===== config.mk =====
export PLATFORM = sky130hd
export DESIGN_NAME = match_sequencer
export DESIGN_NICKNAME = d
export VERILOG_FILES = /design/src/rtl/pong_pkg.sv /design/src/rtl/sec_prescaler.sv /design/src/rtl/match_sequencer.sv
export SDC_FILE = /design/constraint.sdc
export NUM_CORES = 1
export LEC_CHECK = 0
export CORE_UTILIZATION = 57
export DETAILED_ROUTE_END_ITERATION = 12
export PLACE_DENSITY = 0.87
export SLEW_MARGIN = 20
export SYNTH_ARGS = -nofsm -noshare
export SYNTH_HDL_FRONTEND = slang
export SYNTH_HIERARCHICAL = 1
export SYNTH_SLANG_ARGS = --single-unit

===== constraint.sdc =====
create_clock -name clk -period 3.6 [get_ports clk]
set_input_delay 0.36 -clock clk [delete_from_list [all_inputs] [get_ports clk]]
set_output_delay 0.36 -clock clk [all_outputs]
set_load 0.01 [all_outputs]

===== src/rtl/pong_pkg.sv =====
// Shared types and widths for the ping-pong match controller.
// Contents: game-state and winner encodings, score/time widths, the packed
// button bundle, and a helper that picks the winner from two scores.
package pong_pkg;

  localparam int unsigned SCORE_W = 4;
  localparam int unsigned TIME_W  = 6;

  typedef enum logic [1:0] {
    P1_SERVE = 2'd0,
    P2_SERVE = 2'd1,
    PLAYING  = 2'd2,
    DONE     = 2'd3
  } game_state_e;

  typedef enum logic [1:0] {
    WIN_NONE = 2'b00,
    WIN_P1   = 2'b01,
    WIN_P2   = 2'b10,
    WIN_TIE  = 2'b11
  } winner_e;

  // One bit per player button, in port order.
  typedef struct packed {
    logic p1l;
    logic p1r;
    logic p2l;
    logic p2r;
  } buttons_t;

  // Winner at time-out: higher score wins, equal scores are a tie.
  function automatic winner_e score_winner(input logic [SCORE_W-1:0] s1,
                                           input logic [SCORE_W-1:0] s2);
    if (s1 > s2) begin
      return WIN_P1;
    end else if (s2 > s1) begin
      return WIN_P2;
    end else begin
      return WIN_TIE;
    end
  endfunction

endpackage


===== src/rtl/sec_prescaler.sv =====
// One-second prescaler: counts enabled clk cycles and pulses tick_c on the
// last cycle of each TICKS_PER_SEC period. The count holds while disabled.
// Ports:
//   clk, reset  - clock, synchronous active-high reset (count -> 0)
//   en          - count enable
//   tick_c      - combinational 1-cycle pulse, high when en and count is last
module sec_prescaler #(
  parameter int unsigned TICKS_PER_SEC = 50000000
) (
  input  logic clk,
  input  logic reset,
  input  logic en,
  output logic tick_c
);

  localparam int unsigned CNT_W = (TICKS_PER_SEC > 1) ? $clog2(TICKS_PER_SEC) : 1;
  localparam logic [CNT_W-1:0] CNT_LAST = CNT_W'(TICKS_PER_SEC - 1);

  logic [CNT_W-1:0] cnt_q;

  assign tick_c = en && (cnt_q == CNT_LAST);

  // Phase counter; wraps on the tick, holds when disabled.
  always_ff @(posedge clk) begin
    if (reset) begin
      cnt_q <= '0;
    end else if (en) begin
      cnt_q <= tick_c ? '0 : cnt_q + CNT_W'(1);
    end
  end

endmodule


===== src/rtl/match_sequencer.sv =====
// Central game controller: serve/playing/done FSM, both scores and the
// countdown match timer. Emits a 1-cycle ball_launch on every serve.
// Optional feature macro: AUTO_SERVE_EN (serve automatically after
// AUTO_SERVE_SEC seconds idle in a serve state; parameter exists only then).
// Ports:
//   clk, reset          - clock, synchronous active-high reset
//   p1l/p1r/p2l/p2r     - synchronised button levels
//   miss_p1/miss_p2     - 1-cycle pulses, ball passed that player's board
//   game_state          - 0 P1_SERVE, 1 P2_SERVE, 2 PLAYING, 3 DONE
//   p1_score/p2_score   - points
//   time_cnt            - remaining seconds
//   ball_launch         - 1-cycle pulse on serve -> PLAYING
//   winner              - 00 none, 01 p1, 10 p2, 11 tie (valid in DONE)
module match_sequencer
  import pong_pkg::*;
#(
  parameter int unsigned TICKS_PER_SEC  = 50000000,
  parameter int unsigned MATCH_TIME     = 60,
  parameter int unsigned WIN_SCORE      = 7
`ifdef AUTO_SERVE_EN
  ,
  parameter int unsigned AUTO_SERVE_SEC = 3
`endif
) (
  input  logic               clk,
  input  logic               reset,
  input  logic               p1l,
  input  logic               p1r,
  input  logic               p2l,
  input  logic               p2r,
  input  logic               miss_p1,
  input  logic               miss_p2,
  output logic [1:0]         game_state,
  output logic [SCORE_W-1:0] p1_score,
  output logic [SCORE_W-1:0] p2_score,
  output logic [TIME_W-1:0]  time_cnt,
  output logic               ball_launch,
  output logic [1:0]         winner
);

  localparam logic [SCORE_W-1:0] WIN_S  = SCORE_W'(WIN_SCORE);
  localparam logic [TIME_W-1:0]  TIME_0 = TIME_W'(MATCH_TIME);

  game_state_e        state_q, state_d;
  winner_e            winner_q, winner_d;
  logic [SCORE_W-1:0] p1_d, p2_d;
  logic [TIME_W-1:0]  time_d;
  logic               launch_d;

  buttons_t btn_c, prev_q, press_c;
  logic     hist_valid_q;
  logic     presc_en_c, tick_c, auto_serve_c;

  assign game_state = state_q;
  assign winner     = winner_q;

  // Rising-edge detect. hist_valid_q masks the first cycle after reset so a
  // button held through reset must be released and pressed again.
  assign btn_c   = buttons_t'({p1l, p1r, p2l, p2r});
  assign press_c = hist_valid_q ? buttons_t'(btn_c & ~prev_q) : buttons_t'('0);

  sec_prescaler #(
    .TICKS_PER_SEC(TICKS_PER_SEC)
  ) u_prescaler (
    .clk   (clk),
    .reset (reset),
    .en    (presc_en_c),
    .tick_c(tick_c)
  );

`ifdef AUTO_SERVE_EN
  localparam int unsigned SERVE_W = $clog2(AUTO_SERVE_SEC + 1);
  localparam logic [SERVE_W-1:0] SERVE_LAST = SERVE_W'(AUTO_SERVE_SEC - 1);

  logic               serving_c;
  logic [SERVE_W-1:0] serve_cnt_q;

  assign serving_c    = (state_q == P1_SERVE) || (state_q == P2_SERVE);
  assign presc_en_c   = (state_q == PLAYING) || serving_c;
  assign auto_serve_c = serving_c && tick_c && (serve_cnt_q == SERVE_LAST);

  // Seconds spent idle in a serve state; held at 0 outside serve states so
  // every entry into a serve starts from zero.
  always_ff @(posedge clk) begin
    if (reset || !serving_c) begin
      serve_cnt_q <= '0;
    end else if (tick_c) begin
      serve_cnt_q <= serve_cnt_q + SERVE_W'(1);
    end
  end
`else
  assign presc_en_c   = (state_q == PLAYING);
  assign auto_serve_c = 1'b0;
`endif

  // Next-state, score, timer and launch logic.
  always_comb begin
    state_d  = state_q;
    winner_d = winner_q;
    p1_d     = p1_score;
    p2_d     = p2_score;
    time_d   = time_cnt;
    launch_d = 1'b0;

    case (state_q)
      P1_SERVE: begin
        if (press_c.p1l || press_c.p1r || auto_serve_c) begin
          state_d  = PLAYING;
          launch_d = 1'b1;
        end
      end

      P2_SERVE: begin
        if (press_c.p2l || press_c.p2r || auto_serve_c) begin
          state_d  = PLAYING;
          launch_d = 1'b1;
        end
      end

      PLAYING: begin
        // miss_p1 has priority when both misses arrive together; the loser serves.
        if (miss_p1) begin
          p2_d    = p2_score + SCORE_W'(1);
          state_d = P1_SERVE;
        end else if (miss_p2) begin
          p1_d    = p1_score + SCORE_W'(1);
          state_d = P2_SERVE;
        end

        if (tick_c) begin
          time_d = time_cnt - TIME_W'(1);
        end

        // Scores are below WIN_S on entry to PLAYING, so equality means this
        // cycle's point won the match. Time-out uses the updated scores.
        if (p2_d == WIN_S) begin
          state_d  = DONE;
          winner_d = WIN_P2;
        end else if (p1_d == WIN_S) begin
          state_d  = DONE;
          winner_d = WIN_P1;
        end else if (tick_c && (time_d == '0)) begin
          state_d  = DONE;
          winner_d = score_winner(p1_d, p2_d);
        end
      end

      DONE: begin
        state_d = DONE;
      end

      default: begin
        state_d = P1_SERVE;
      end
    endcase
  end

  // State and output registers.
  always_ff @(posedge clk) begin
    if (reset) begin
      state_q      <= P1_SERVE;
      winner_q     <= WIN_NONE;
      p1_score     <= '0;
      p2_score     <= '0;
      time_cnt     <= TIME_0;
      ball_launch  <= 1'b0;
      prev_q       <= '0;
      hist_valid_q <= 1'b0;
    end else begin
      state_q      <= state_d;
      winner_q     <= winner_d;
      p1_score     <= p1_d;
      p2_score     <= p2_d;
      time_cnt     <= time_d;
      ball_launch  <= launch_d;
      prev_q       <= btn_c;
      hist_valid_q <= 1'b1;
    end
  end

endmodule


# Yosys cells after proc, flatten, opt, wreduce, memory -nomap -nowiden
# Index checks and enable logic that the tools add are counted.
# word_totals
word_cells,64
reg_bits,50
out_inout_bits,19
# classes
bitwise_logic,2
order_cmp,2
n_eq_ne,9
n_reduce_logical,9
n_addsub,4
muxes,26
# ops
op,count
$add 26x1->26 const B,1
$eq 26x26->1 const B,1
$mux 26,1
$mux 4,6
$mux 2,11
$mux 6,2
$add 4x1->4 const B,2
$eq 4x3->1 const B,2
$gt 4x4->1,2
$pmux 2 s4,1
$logic_not 6->1,1
$ne 6x6->1 const B,1
$sub 6x1->6 const B,1
$and 4x4->4,1
$eq 2x2->1 const B,2
$mux 1,4
$ne 2x2->1 const B,2
$not 4->4,1
$reduce_and 3->1,1
$reduce_bool 3->1,1
$eq 2x1->1 const B,1
$logic_and 1x1->1,2
$logic_not 2->1,1
$logic_or 1x1->1,2
2 further kinds,2

# Longest topological paths before layout
# logic_depth
ltp_word,10
ltp_mapped,13
depth_no_buf,11

# Modules after synthesis
# The synthesis kept the hierarchy.
# by_module_without_submodules
mod,cells_per_inst,n_inst,area_per_inst_um2
sec_prescaler,152,1,1421.4
match_sequencer,159,1,1331.3

# Worst setup path before layout
# No wires, ideal clock.
# synth_timing
path_type,reg-to-reg
start,"register state_q[0], in the netlist game_state[0]"
end,"register winner_q[0], in the netlist winner[0]"
synth_period_minus_slack_ns,3.329
path_stages_with_launch,14
setup_slack_ns,0.271
t_arrival_ns,3.179
path_cell_list,dfxtp_1 -> nand2b_1 -> inv_1 -> clkbuf_1 -> and3_2 -> nand3_1 -> nor4_1 -> buf_4 -> or4b_4 -> a32o_1 -> o31ai_4 -> nand2_1 -> a21oi_1 -> a2111oi_2
# synth_between
elab_chain_cells,8
# synth_lines
element,line,rtl
start: declaration,match_sequencer.sv:44,"game_state_e state_q, state_d;"
start signal: assignment,match_sequencer.sv:170,state_q <= state_d;
$eq 2x2->1 *,match_sequencer.sv:92,assign presc_en_c = (state_q == PLAYING);
net presc_en_c,match_sequencer.sv:52,"logic presc_en_c, tick_c, auto_serve_c;"
$logic_and 1x1->1 *,sec_prescaler.sv:21,assign tick_c = en && (cnt_q == CNT_LAST);
net tick_c,match_sequencer.sv:52,
$mux 6,match_sequencer.sv:130,if (tick_c) begin
$mux 6,match_sequencer.sv:105,case (state_q)
$logic_not 6->1,match_sequencer.sv:142,end else if (tick_c && (time_d == '0)) begin
$logic_and 1x1->1 *,match_sequencer.sv:142,
$reduce_bool 3->1 (no source line) *,-,
$reduce_and 2->1 (no source line) *,-,
end signal: assignment,match_sequencer.sv:171,winner_q <= winner_d;
end: declaration,match_sequencer.sv:45,"winner_e winner_q, winner_d;"
# Mark *: on every way through the listed nets, which the timed path passes. The rest lies on a longest branch. The select of a mux whose other input is x is not followed.
# A chain may end at the register's enable or synchronous reset.

# Worst setup path after layout
# layout_timing
start,"register state_q[0], in the netlist game_state[0]"
end,"register state_q[1], in the netlist game_state[1]"
# layout_between
elab_chain_cells,10
word_cells_on_any_way,17
classes_between,eq/ne: 6; mux: 6; reduce/logical: 5
# layout_lines
element,line,rtl
$eq 2x2->1 *,match_sequencer.sv:92,
$logic_and 1x1->1 *,sec_prescaler.sv:21,
net tick_c,match_sequencer.sv:52,
$mux 6,match_sequencer.sv:130,
$mux 6,match_sequencer.sv:105,
$logic_not 6->1,match_sequencer.sv:142,
$logic_and 1x1->1 *,match_sequencer.sv:142,
$mux 2,match_sequencer.sv:142,
$mux 2,match_sequencer.sv:139,end else if (p1_d == WIN_S) begin
$mux 2,match_sequencer.sv:136,if (p2_d == WIN_S) begin
$pmux 2 s4,match_sequencer.sv:105,
# Marks and branches as above.

==> impl_metrics.csv <==
group,metric,value,unit
final_layout,area_growth,13.6,%
critical_path,cp-start-kind,"flip-flop",
critical_path,worstSetupEndpoint,"game_state[1]",
floorplan,pin_count,27,
placed_design,dpl.hpwl,4360,um
routing,drt-initial-drc-count,212,
yosys,synth_largest_area_cell,"dfxtp_1",
floorplan,core,4500,um2
clocking,clock-sinks,50,
yosys,synth-seq-cells,50,
sta,fin_crit,3.14,ns
yosys,yosysMostFrequentCell,"dfxtp_1",
placed_design,gp_congestion,0.868,
clocking,cts_setup_buffers,0,
clocking,htreeDepth,2,
critical_path,cp.required,3.78,ns
routing,wl_per_cell,15.9,um
critical_path,endpoint_kind,"flip-flop",
global_routing,grt_pass1_vias,2158,
clocking,clkTransAtPathRegs,0.10,ns
yosys,ys_seq_area_share,36.4,%
critical_path,crit_arrival,3.32,ns
yosys,synthAdderAreaFrac,3.64,%
sta,fmax,318,MHz
critical_path,critPathKind,"reg -> reg",
hold_path,hold_start,"winner[1]",
pwr,power_leakage,1.05,nW
critical_path,regToRegSetupSlack,0.46,ns
global_routing,track_usage,25.1,%
clocking,ctsRootBufferMaster,"clkbuf_8",
placed_design,dp_cells,382,
global_routing,antenna_found_initial,0,
clocking,postCtsHoldBufs,0,
yosys,synth_enable_flop_cells,0,
yosys,syn_area,2750,um2
yosys,synth_top_family_by_area,"simple AND/OR/NAND/NOR gates",
routing,wl,6180,um
sta,fin_crit_sh,87.4,%
sta,drv_slew,0,
yosys,syn_nets,327,
routing,num_vias,2418,
critical_path,path_max_fanout,6,
clocking,cts_tree,"done",
sta,slew_headroom,44.8,%
floorplan,die_y,71.5,um
routing,dr.pass1.iters,4,
yosys,synth_compound_area_share,15.6,%
floorplan,die_area,5110,um2
global_routing,overflow,0,
sta,rsz0062_at_grt,"no",
routing,drc,0,
placed_design,io_buffer_count,26,
yosys,synth_area_per_cell,8.85,um2
final_layout,drive_gt1_share,13.9,%
routing,ant_nets,0,
clocking,insertion_delay,0.31,ns
yosys,synthDistinctLibCells,56,
final_layout,finalNetCount,353,
final_layout,antenna_cells,0,
outcome,status,"completed",
critical_path,r2r_cells,11,
global_routing,grt_pass1_wl,10100,um
critical_path,r2r_end,"game_state[1]",
yosys,synth.top_cells.by_area,"dfxtp_1, xor2_1, xnor2_1",
floorplan,placement_rows,24,
sta,worst_pin_slew,0.807,ns
sta,hold_viol,0,
sta,setup_violations,0,
placed_design,place_area,3030,um2
pwr,peakVddDrop,0.329,mV
final_layout,layoutNonFillerInstCount,390,
yosys,yosysWarnings,6,
pwr,pwr_density_cell,323,nW/um2
yosys,synth-main-ff-cell,"dfxtp_1",
critical_path,reg2reg_from,"game_state[0]",
yosys,synth_top_area_share,36.4,%
global_routing,grt_max_degree,25,
routing,viasPerCell,6.20,
yosys,async_flop_share,0,%
floorplan,fp.dieW,71.5,um
yosys,synthCells,311,
run,drv_cap,0,
floorplan,start_util,61.1,%
critical_path,critical_path.startpoint,"game_state[0]",
clocking,cts_buffers,5,
sta,tns,0,ns
final_layout,fin_area,3130,um2
sta,skew,0.0122,ns
hold_path,hp-class,"reg -> reg",
yosys,synth_common_cells,"dfxtp_1, nor2_1, nand2_1, nand3_1, xor2_1",
clocking,cts.path.max_buffers,2,
yosys,yosys.area_share.simple,29.8,%
clocking,cts_resized,0,
yosys,synth-xor-area-share,8.91,%
yosys,synthMuxAreaShare,0.409,%
==> routing by layer <==
metal,wire length (um),GRT usage (%),share of wire (%),up-vias
li1,-,-,-,1183
met1,2940,35.8,47,1140
met2,2760,36.0,45,77
met3,320,5.63,5.2,18
met4,162,12.0,2.6,0
met5,0,0,0,-
==> power breakdown <==
part	switching (W)	leakage, nW	total, W	internal [W]
combinational	0.0000534	0.594	0.0000956	0.0000422
clock	0.000191	0.0472	0.000346	0.000155
sequential	0.00000882	0.405	0.000571	0.000562
total	0.000253	1.05	0.00101	0.000759
==> cell usage in the layout, fill, tap and decap left out, types with 2 or more instances in the layout <==
| cell type | instances |
|---|---|
| nand4_1 | 12 |
| dfxtp_1 | 50 |
| or3_1 | 5 |
| nand2_1 | 22 |
| and2_1 | 3 |
| nor4b_1 | 2 |
| xor2_1 | 15 |
| and3_1 | 3 |
| clkdlybuf4s50_1 | 26 |
| inv_1 | 13 |
| a21oi_1 | 9 |
| xnor2_1 | 13 |
| or4_1 | 8 |
| nand3b_1 | 4 |
| o31ai_1 | 10 |
| nand3_1 | 17 |
| nand2b_1 | 3 |
| nor4_1 | 5 |
| clkbuf_8 | 6 |
| and4_1 | 4 |
| o21ai_0 | 8 |
| o22ai_1 | 3 |
| nor2_1 | 26 |
| a2111oi_2 | 2 |
| a21oi_2 | 9 |
| nor2_2 | 11 |
| buf_4 | 7 |
| ha_1 | 8 |
| nor3_1 | 6 |
==> metrics by stage <==
stage                     util [%]  power [W]  setup slack (ns)  hold WS (ns)
after floorplan                  -   0.000642             0.271         0.432
after global placement        67.3   0.000675             0.581         0.458
after detailed placement      67.3   0.000677             0.466         0.452
after CTS                     69.4    0.00101             0.467         0.466
after global routing          69.4    0.00105             0.235         0.516
final                         69.4    0.00101             0.455         0.466
==> layout make-up <==
type                            count  area, um2
Sequential cell                    50       1000
Clock buffer                        6       82.6
Fill cell                         360       1380
Tap cell                           52       65.1
Multi-Input combinational cell    234       1610
Inverter                           13       48.8
Timing Repair Buffer               33        313
Clock inverter                      2       12.5
==> state kept, by name, summed over array words and instances (netlist names) <==
signal	cells
hist_valid_q	1
u_prescaler/cnt_q	26
p2_score	4
p1_score	4
ball_launch	1
time_cnt	6
winner	2
game_state	2
prev_q	4
==> worst min path at each step <==
stage,slack (ns),cells past startpoint,end
floorplan,0.43,1,u_prescaler/cnt_q[4]
global placement,0.46,2,winner[1]
global route,0.52,2,winner[1]
CTS,0.47,2,winner[1]
detailed placement,0.45,2,winner[1]
finish,0.47,2,winner[1]
==> logic make-up (layout without fill, tap and decap cells) <==
family | Yosys count | after routing
buf+inv | 27 | 54
xor+xnor | 28 | 28
flops | 50 | 50
compound gates | 54 | 54
mux | 1 | 1
simple gates | 143 | 143
fa+ha+maj | 8 | 8
==> critical path, cell delays in order, from the launching register on <==
cell	delay (ns)
dfxtp_1	0.37
nand2b_1	0.18
inv_1	0.07
and3_2	0.23
nand3_1	0.22
nor4_1	0.47
or4b_4	0.56
a32o_1	0.28
o31ai_4	0.21
nand2_1	0.12
nor2_1	0.20
a221oi_1	0.11
Power figures use the tool's default switching activity.
==> variant 1: new RTL, config.mk and constraints unchanged <==
Change the package constant `SCORE_W` from 4 to 5.
--- a/src/rtl/pong_pkg.sv
+++ b/src/rtl/pong_pkg.sv
@@ -3,7 +3,7 @@
 // button bundle, and a helper that picks the winner from two scores.
 package pong_pkg;
 
-  localparam int unsigned SCORE_W = 4;
+  localparam int unsigned SCORE_W = 5;
   localparam int unsigned TIME_W  = 6;
 
   typedef enum logic [1:0] {
Ports: changed (resized p1_score and p2_score); port bits go from 27 to 29. The function was not compared with the original's and may differ.
==> variant 1 against the unedited design <==
Final cell count is 6.9% higher; wire length is 2.1% lower; global-route usage is 0.50 points lower; power is 5.0% higher; sequential cell count is 2 higher; area after synthesis is 6.2% higher; cell area is 6.2% higher; worst setup slack better by 180 ps.
==> variant 1: results (changes against the unedited design) <==
<table>
<tr><th>Metric</th><th>Value</th></tr>
<tr><th colspan="2">Placement</th></tr>
<tr><td>Half-perimeter wire length after detailed placement</td><td>4.28 mm (-1.8%)</td></tr>
<tr><td>Routability congestion estimate from global placement</td><td>0.946 (+8.9%)</td></tr>
<tr><td>IO buf count</td><td>28 (+7.7%)</td></tr>
<tr><td>Placed cells</td><td>409 (+7.1%)</td></tr>
<tr><th colspan="2">Min path</th></tr>
<tr><td>Hold_sp</td><td>u_prescaler/cnt_q[25]$_SDFFE_PP0P_</td></tr>
<tr><th colspan="2">Global route</th></tr>
<tr><td>Number of global-route vias before repair</td><td>2287 (+6.0%)</td></tr>
<tr><td>Overall track demand over capacity in global routing</td><td>0.246 (-0.00504)</td></tr>
<tr><td>Pin count of the biggest net entering global routing</td><td>26 (+4.0%)</td></tr>
<tr><th colspan="2">Synthesis</th></tr>
<tr><td>Library cells used by synthesis</td><td>61 (+8.9%)</td></tr>
<tr><td>Sequential cell area fraction in the yosys report</td><td>0.356 (-0.00762)</td></tr>
<tr><td>Synthesized netlist cell count</td><td>325 (+4.5%)</td></tr>
<tr><th colspan="2">Pwr</th></tr>
<tr><td>Max VDD drop</td><td>218 uV (-34%)</td></tr>
<tr><th colspan="2">Cells and area</th></tr>
<tr><td>Share of cells above drive strength 1</td><td>0.143 (+0.00380)</td></tr>
<tr><th colspan="2">Setup path</th></tr>
<tr><td>Slowest stage cell, crit path</td><td>dfxtp_1</td></tr>
<tr><td>Largest stage delay, worst path</td><td>410 ps (-150 ps)</td></tr>
<tr><td>Start of the worst register-to-register path</td><td>game_state[1]$_SDFFE_PP0P_</td></tr>
<tr><td>Register-to-register setup slack</td><td>630 ps (+180 ps)</td></tr>
<tr><td>CP arrival</td><td>3210 ps (-110 ps)</td></tr>
<tr><td>Peak fanout along the critical path</td><td>18 (+12)</td></tr>
<tr><th colspan="2">Route</th></tr>
<tr><td>DRT iter0 DRCs</td><td>185 (-13%)</td></tr>
<tr><td>Vias/cell</td><td>5.93 (-4.4%)</td></tr>
<tr><td>Total Wirelength</td><td>6.05 mm (-2.1%)</td></tr>
<tr><th colspan="2">Timing</th></tr>
<tr><td>Highest clock frequency the design can meet</td><td>337 MHz (+5.9%)</td></tr>
<tr><td>Transition time at the pin with the least slew margin</td><td>737 ps (-70.7 ps)</td></tr>
<tr><th colspan="2">Run status</th></tr>
<tr><td>Run status</td><td>completed</td></tr>
</table>
## variant 1: changes by cell type in the layout (fill, tap and decap cells not counted), moves of 4 or more
cell | before | now
nand2_1 | 22 | 30
xnor2_1 | 13 | 18
buf_4 | 7 | 3
nor2_1 | 26 | 22
o21ai_0 | 8 | 4
## variant 1: final cells by class
type | count | share of cell area
sequential | 52 | 0.313
clock inverter | 2 | 0.0105
tap | 67 | 0.0252
timing repair buffer | 32 | 0.0972
multi-input combinational | 245 | 0.517
inverter | 13 | 0.0147
clock buffer | 6 | 0.0218
## variant 1: worst register-to-register path, cell delays in order, from the launching register on
cell and delay [ps]:
dfxtp_1 410, nand2_1 290, inv_2 330, and3_2 310
nand3_1 210, nor4_1 290, buf_4 190, nand3_1 110
nor4_4 230, a21oi_1 140, a2111oi_2 290, a211o_1 130
## variant 1: layer usage
layer / part of all wire / GRT usage / vias up
li1: - / - / 1220
met1: 0.47 / 0.324 / 1179
met2: 0.48 / 0.399 / 69
met3: 0.048 / 0.0549 / 4
met4: 0.0066 / 0.0812 / 0
met5: 0 / 0 / -
## variant 1: power breakdown
group / total (mW) / switching, mW / internal, mW
clock network: 0.390 / 0.184 / 0.206
logic: 0.0815 / 0.0466 / 0.0349
registers: 0.591 / 0.00799 / 0.583
## variant 1: kinds of logic after synthesis
kind of cell               Yosys count  synth area share
buffers and inverters               28            0.0565
and+or+nand+nor                    148             0.303
AOI/OAI and AO/OA                   53             0.139
muxes                                1           0.00342
DFF                                 52             0.356
xor gates and xnor gates            34             0.104
adders and majority gates            9            0.0385
## variant 1: stage by stage
stage	hold slack, ps	instance area, um^2	util
after floorplan	432	2920	-
after global placement	480	3210	0.667
after detailed placement	493	3210	0.667
after CTS	506	3320	0.690
after global routing	540	3320	0.690
final	507	3320	0.690
==> variant 2: new RTL, same flow settings <==
Without the edit above. Put one more register stage on the output `time_cnt`, without a reset. The value now appears one clock later. The other outputs are not delayed to match.
--- a/src/rtl/match_sequencer.sv
+++ b/src/rtl/match_sequencer.sv
@@ -40,6 +40,8 @@
 
   localparam logic [SCORE_W-1:0] WIN_S  = SCORE_W'(WIN_SCORE);
   localparam logic [TIME_W-1:0]  TIME_0 = TIME_W'(MATCH_TIME);
+
+  logic [TIME_W-1:0] time_cnt_s0;
 
   game_state_e        state_q, state_d;
   winner_e            winner_q, winner_d;
@@ -99,7 +101,7 @@
     winner_d = winner_q;
     p1_d     = p1_score;
     p2_d     = p2_score;
-    time_d   = time_cnt;
+    time_d   = time_cnt_s0;
     launch_d = 1'b0;
 
     case (state_q)
@@ -128,7 +130,7 @@
         end
 
         if (tick_c) begin
-          time_d = time_cnt - TIME_W'(1);
+          time_d = time_cnt_s0 - TIME_W'(1);
         end
 
         // Scores are below WIN_S on entry to PLAYING, so equality means this
@@ -162,7 +164,7 @@
       winner_q     <= WIN_NONE;
       p1_score     <= '0;
       p2_score     <= '0;
-      time_cnt     <= TIME_0;
+      time_cnt_s0  <= TIME_0;
       ball_launch  <= 1'b0;
       prev_q       <= '0;
       hist_valid_q <= 1'b0;
@@ -171,12 +173,16 @@
       winner_q     <= winner_d;
       p1_score     <= p1_d;
       p2_score     <= p2_d;
-      time_cnt     <= time_d;
+      time_cnt_s0  <= time_d;
       ball_launch  <= launch_d;
       prev_q       <= btn_c;
       hist_valid_q <= 1'b1;
     end
   end
 
+  always_ff @(posedge clk) begin
+    time_cnt <= time_cnt_s0;
+  end
+
 endmodule
 
Formal check against the unedited RTL: not equivalent (Yosys sat finds a counterexample within 4 cycles, from zero or initial values and one cycle with reset high).
==> variant 2 against the unedited design <==
Wire length fell by 5.3%; power up 6.6%; sequential cell count up 6; count of clock-buffer cells in the layout fell by 1; sequential share of layout area is 2.3 points higher; area after synthesis increased by 5.7%; cell area increased by 4.4%; critical path depth is the same; clock skew up 3.9 ps; worst setup slack improved by 260 ps; via count is 2.8% lower; fmax rose by 9.2%; critical endpoint is now winner[1]$_SDFFE_PP0P_.
==> variant 2: results (changes against the unedited design) <==
<table>
<tr><th>Metric</th><th>Value</th></tr>
<tr><th colspan="2">Run status</th></tr>
<tr><td>Run status</td><td>completed</td></tr>
<tr><th colspan="2">Setup path</th></tr>
<tr><td>Register-to-register setup slack</td><td>720 ps (+260 ps)</td></tr>
<tr><td>Worst r2r dst</td><td>winner[1]$_SDFFE_PP0P_</td></tr>
<tr><td>Peak fanout along the critical path</td><td>7 (+1)</td></tr>
<tr><td>Largest stage delay, worst path</td><td>380 ps (-180 ps)</td></tr>
<tr><th colspan="2">Global route</th></tr>
<tr><td>GR Util met2</td><td>0.445 (+0.0857)</td></tr>
<tr><td>M3 GR Usage</td><td>0.0384 (-0.0179)</td></tr>
<tr><td>Pin count of the biggest net entering global routing</td><td>24 (-4.0%)</td></tr>
<tr><td>Global-route wire length before repair</td><td>10.0 mm (-0.81%)</td></tr>
<tr><td>Overall track demand over capacity in global routing</td><td>0.238 (-0.0128)</td></tr>
<tr><th colspan="2">Pwr</th></tr>
<tr><td>Leakage</td><td>1.09 nW (+4.2%)</td></tr>
<tr><td>Max VDD drop</td><td>163 uV (-50%)</td></tr>
<tr><td>Part of the total power dissipated in the clock network</td><td>0.323 (-0.018)</td></tr>
<tr><th colspan="2">Placement</th></tr>
<tr><td>Placed cells</td><td>395 (+3.4%)</td></tr>
<tr><td>Half-perimeter wire length after detailed placement</td><td>4.21 mm (-3.4%)</td></tr>
<tr><th colspan="2">Cells and area</th></tr>
<tr><td>Share of cells above drive strength 1</td><td>0.158 (+0.0187)</td></tr>
<tr><td>Final Net Count</td><td>351 (-0.57%)</td></tr>
<tr><td>Registers with the highest flip-flop counts</td><td>u_prescaler/cnt_q x26, time_cnt x6, time_cnt_s0 x6</td></tr>
<tr><td>Layout fillers</td><td>408 (+13%)</td></tr>
<tr><th colspan="2">Synthesis</th></tr>
<tr><td>Multiplexer share of the synthesized area</td><td>0.00387 (-0.000220)</td></tr>
<tr><td>Most used standard cells in the synthesized netlist</td><td>dfxtp_1, nand2_1, nor2_1</td></tr>
<tr><td>Syn Nets</td><td>326 (-0.31%)</td></tr>
<tr><td>Library cells used by synthesis</td><td>58 (+3.6%)</td></tr>
<tr><td>Synth Area in Compound Gates</td><td>0.154 (-0.00193)</td></tr>
<tr><td>Sequential cell area fraction in the yosys report</td><td>0.385 (+0.0217)</td></tr>
<tr><th colspan="2">Route</th></tr>
<tr><td>Met3 wire len</td><td>173 um (-46%)</td></tr>
<tr><td>Vias/cell</td><td>5.83 (-5.9%)</td></tr>
<tr><td>Metal2 WL</td><td>3.10 mm (+12%)</td></tr>
<tr><th colspan="2">Floorplan</th></tr>
<tr><td>Cell Rows</td><td>25 (+4.2%)</td></tr>
</table>
## variant 2: cell count changes after synthesis, moves of 3 or more
cell | unedited run | this run
nor2_1 | 26 | 17
dfxtp_1 | 50 | 56
nor2b_1 | 1 | 4
clkbuf_1 | 5 | 2
## variant 2: final cells by class
cell class	count	share of cell area
Timing Repair Buffer	31	0.0912
Clock inverter	3	0.00651
Multi-Input combinational cell	229	0.498
Sequential cell	56	0.343
Tap cell	67	0.0257
Clock buffer	5	0.0211
Inverter	12	0.0138
## variant 2: cells by family after synthesis
logic type      Yosys count
compound gates           55
xor+xnor                 29
fa+ha+maj                 8
buf+inv                  25
flops                    56
mux                       1
simple gates            136
## variant 2: how the worst min path moves through the flow
| stage | start | endpoint | slack [ps] | cells after the start |
|---|---|---|---|---|
| floorplan | time_cnt_s0[5]$_SDFFE_PP1P_ | time_cnt[5]$_DFF_P_ | 360 | 0 |
| global placement | time_cnt_s0[5]$_SDFFE_PP1P_ | time_cnt[5]$_DFF_P_ | 370 | 0 |
| CTS | time_cnt_s0[5]$_SDFFE_PP1P_ | time_cnt[5]$_DFF_P_ | 390 | 0 |
| global route | time_cnt_s0[5]$_SDFFE_PP1P_ | time_cnt[5]$_DFF_P_ | 400 | 0 |
| finish | time_cnt_s0[5]$_SDFFE_PP1P_ | time_cnt[5]$_DFF_P_ | 390 | 0 |
| detailed placement | time_cnt_s0[5]$_SDFFE_PP1P_ | time_cnt[5]$_DFF_P_ | 370 | 0 |
## variant 2: stage by stage
stage,setup slack (ps),utilization,power [mW]
6_report,719,0.678,1.08
4_1_cts,719,0.678,1.09
2_1_floorplan,617,-,0.714
3_5_place_dp,534,0.659,0.744
3_3_place_gp,652,0.659,0.739
5_1_grt,533,0.678,1.12
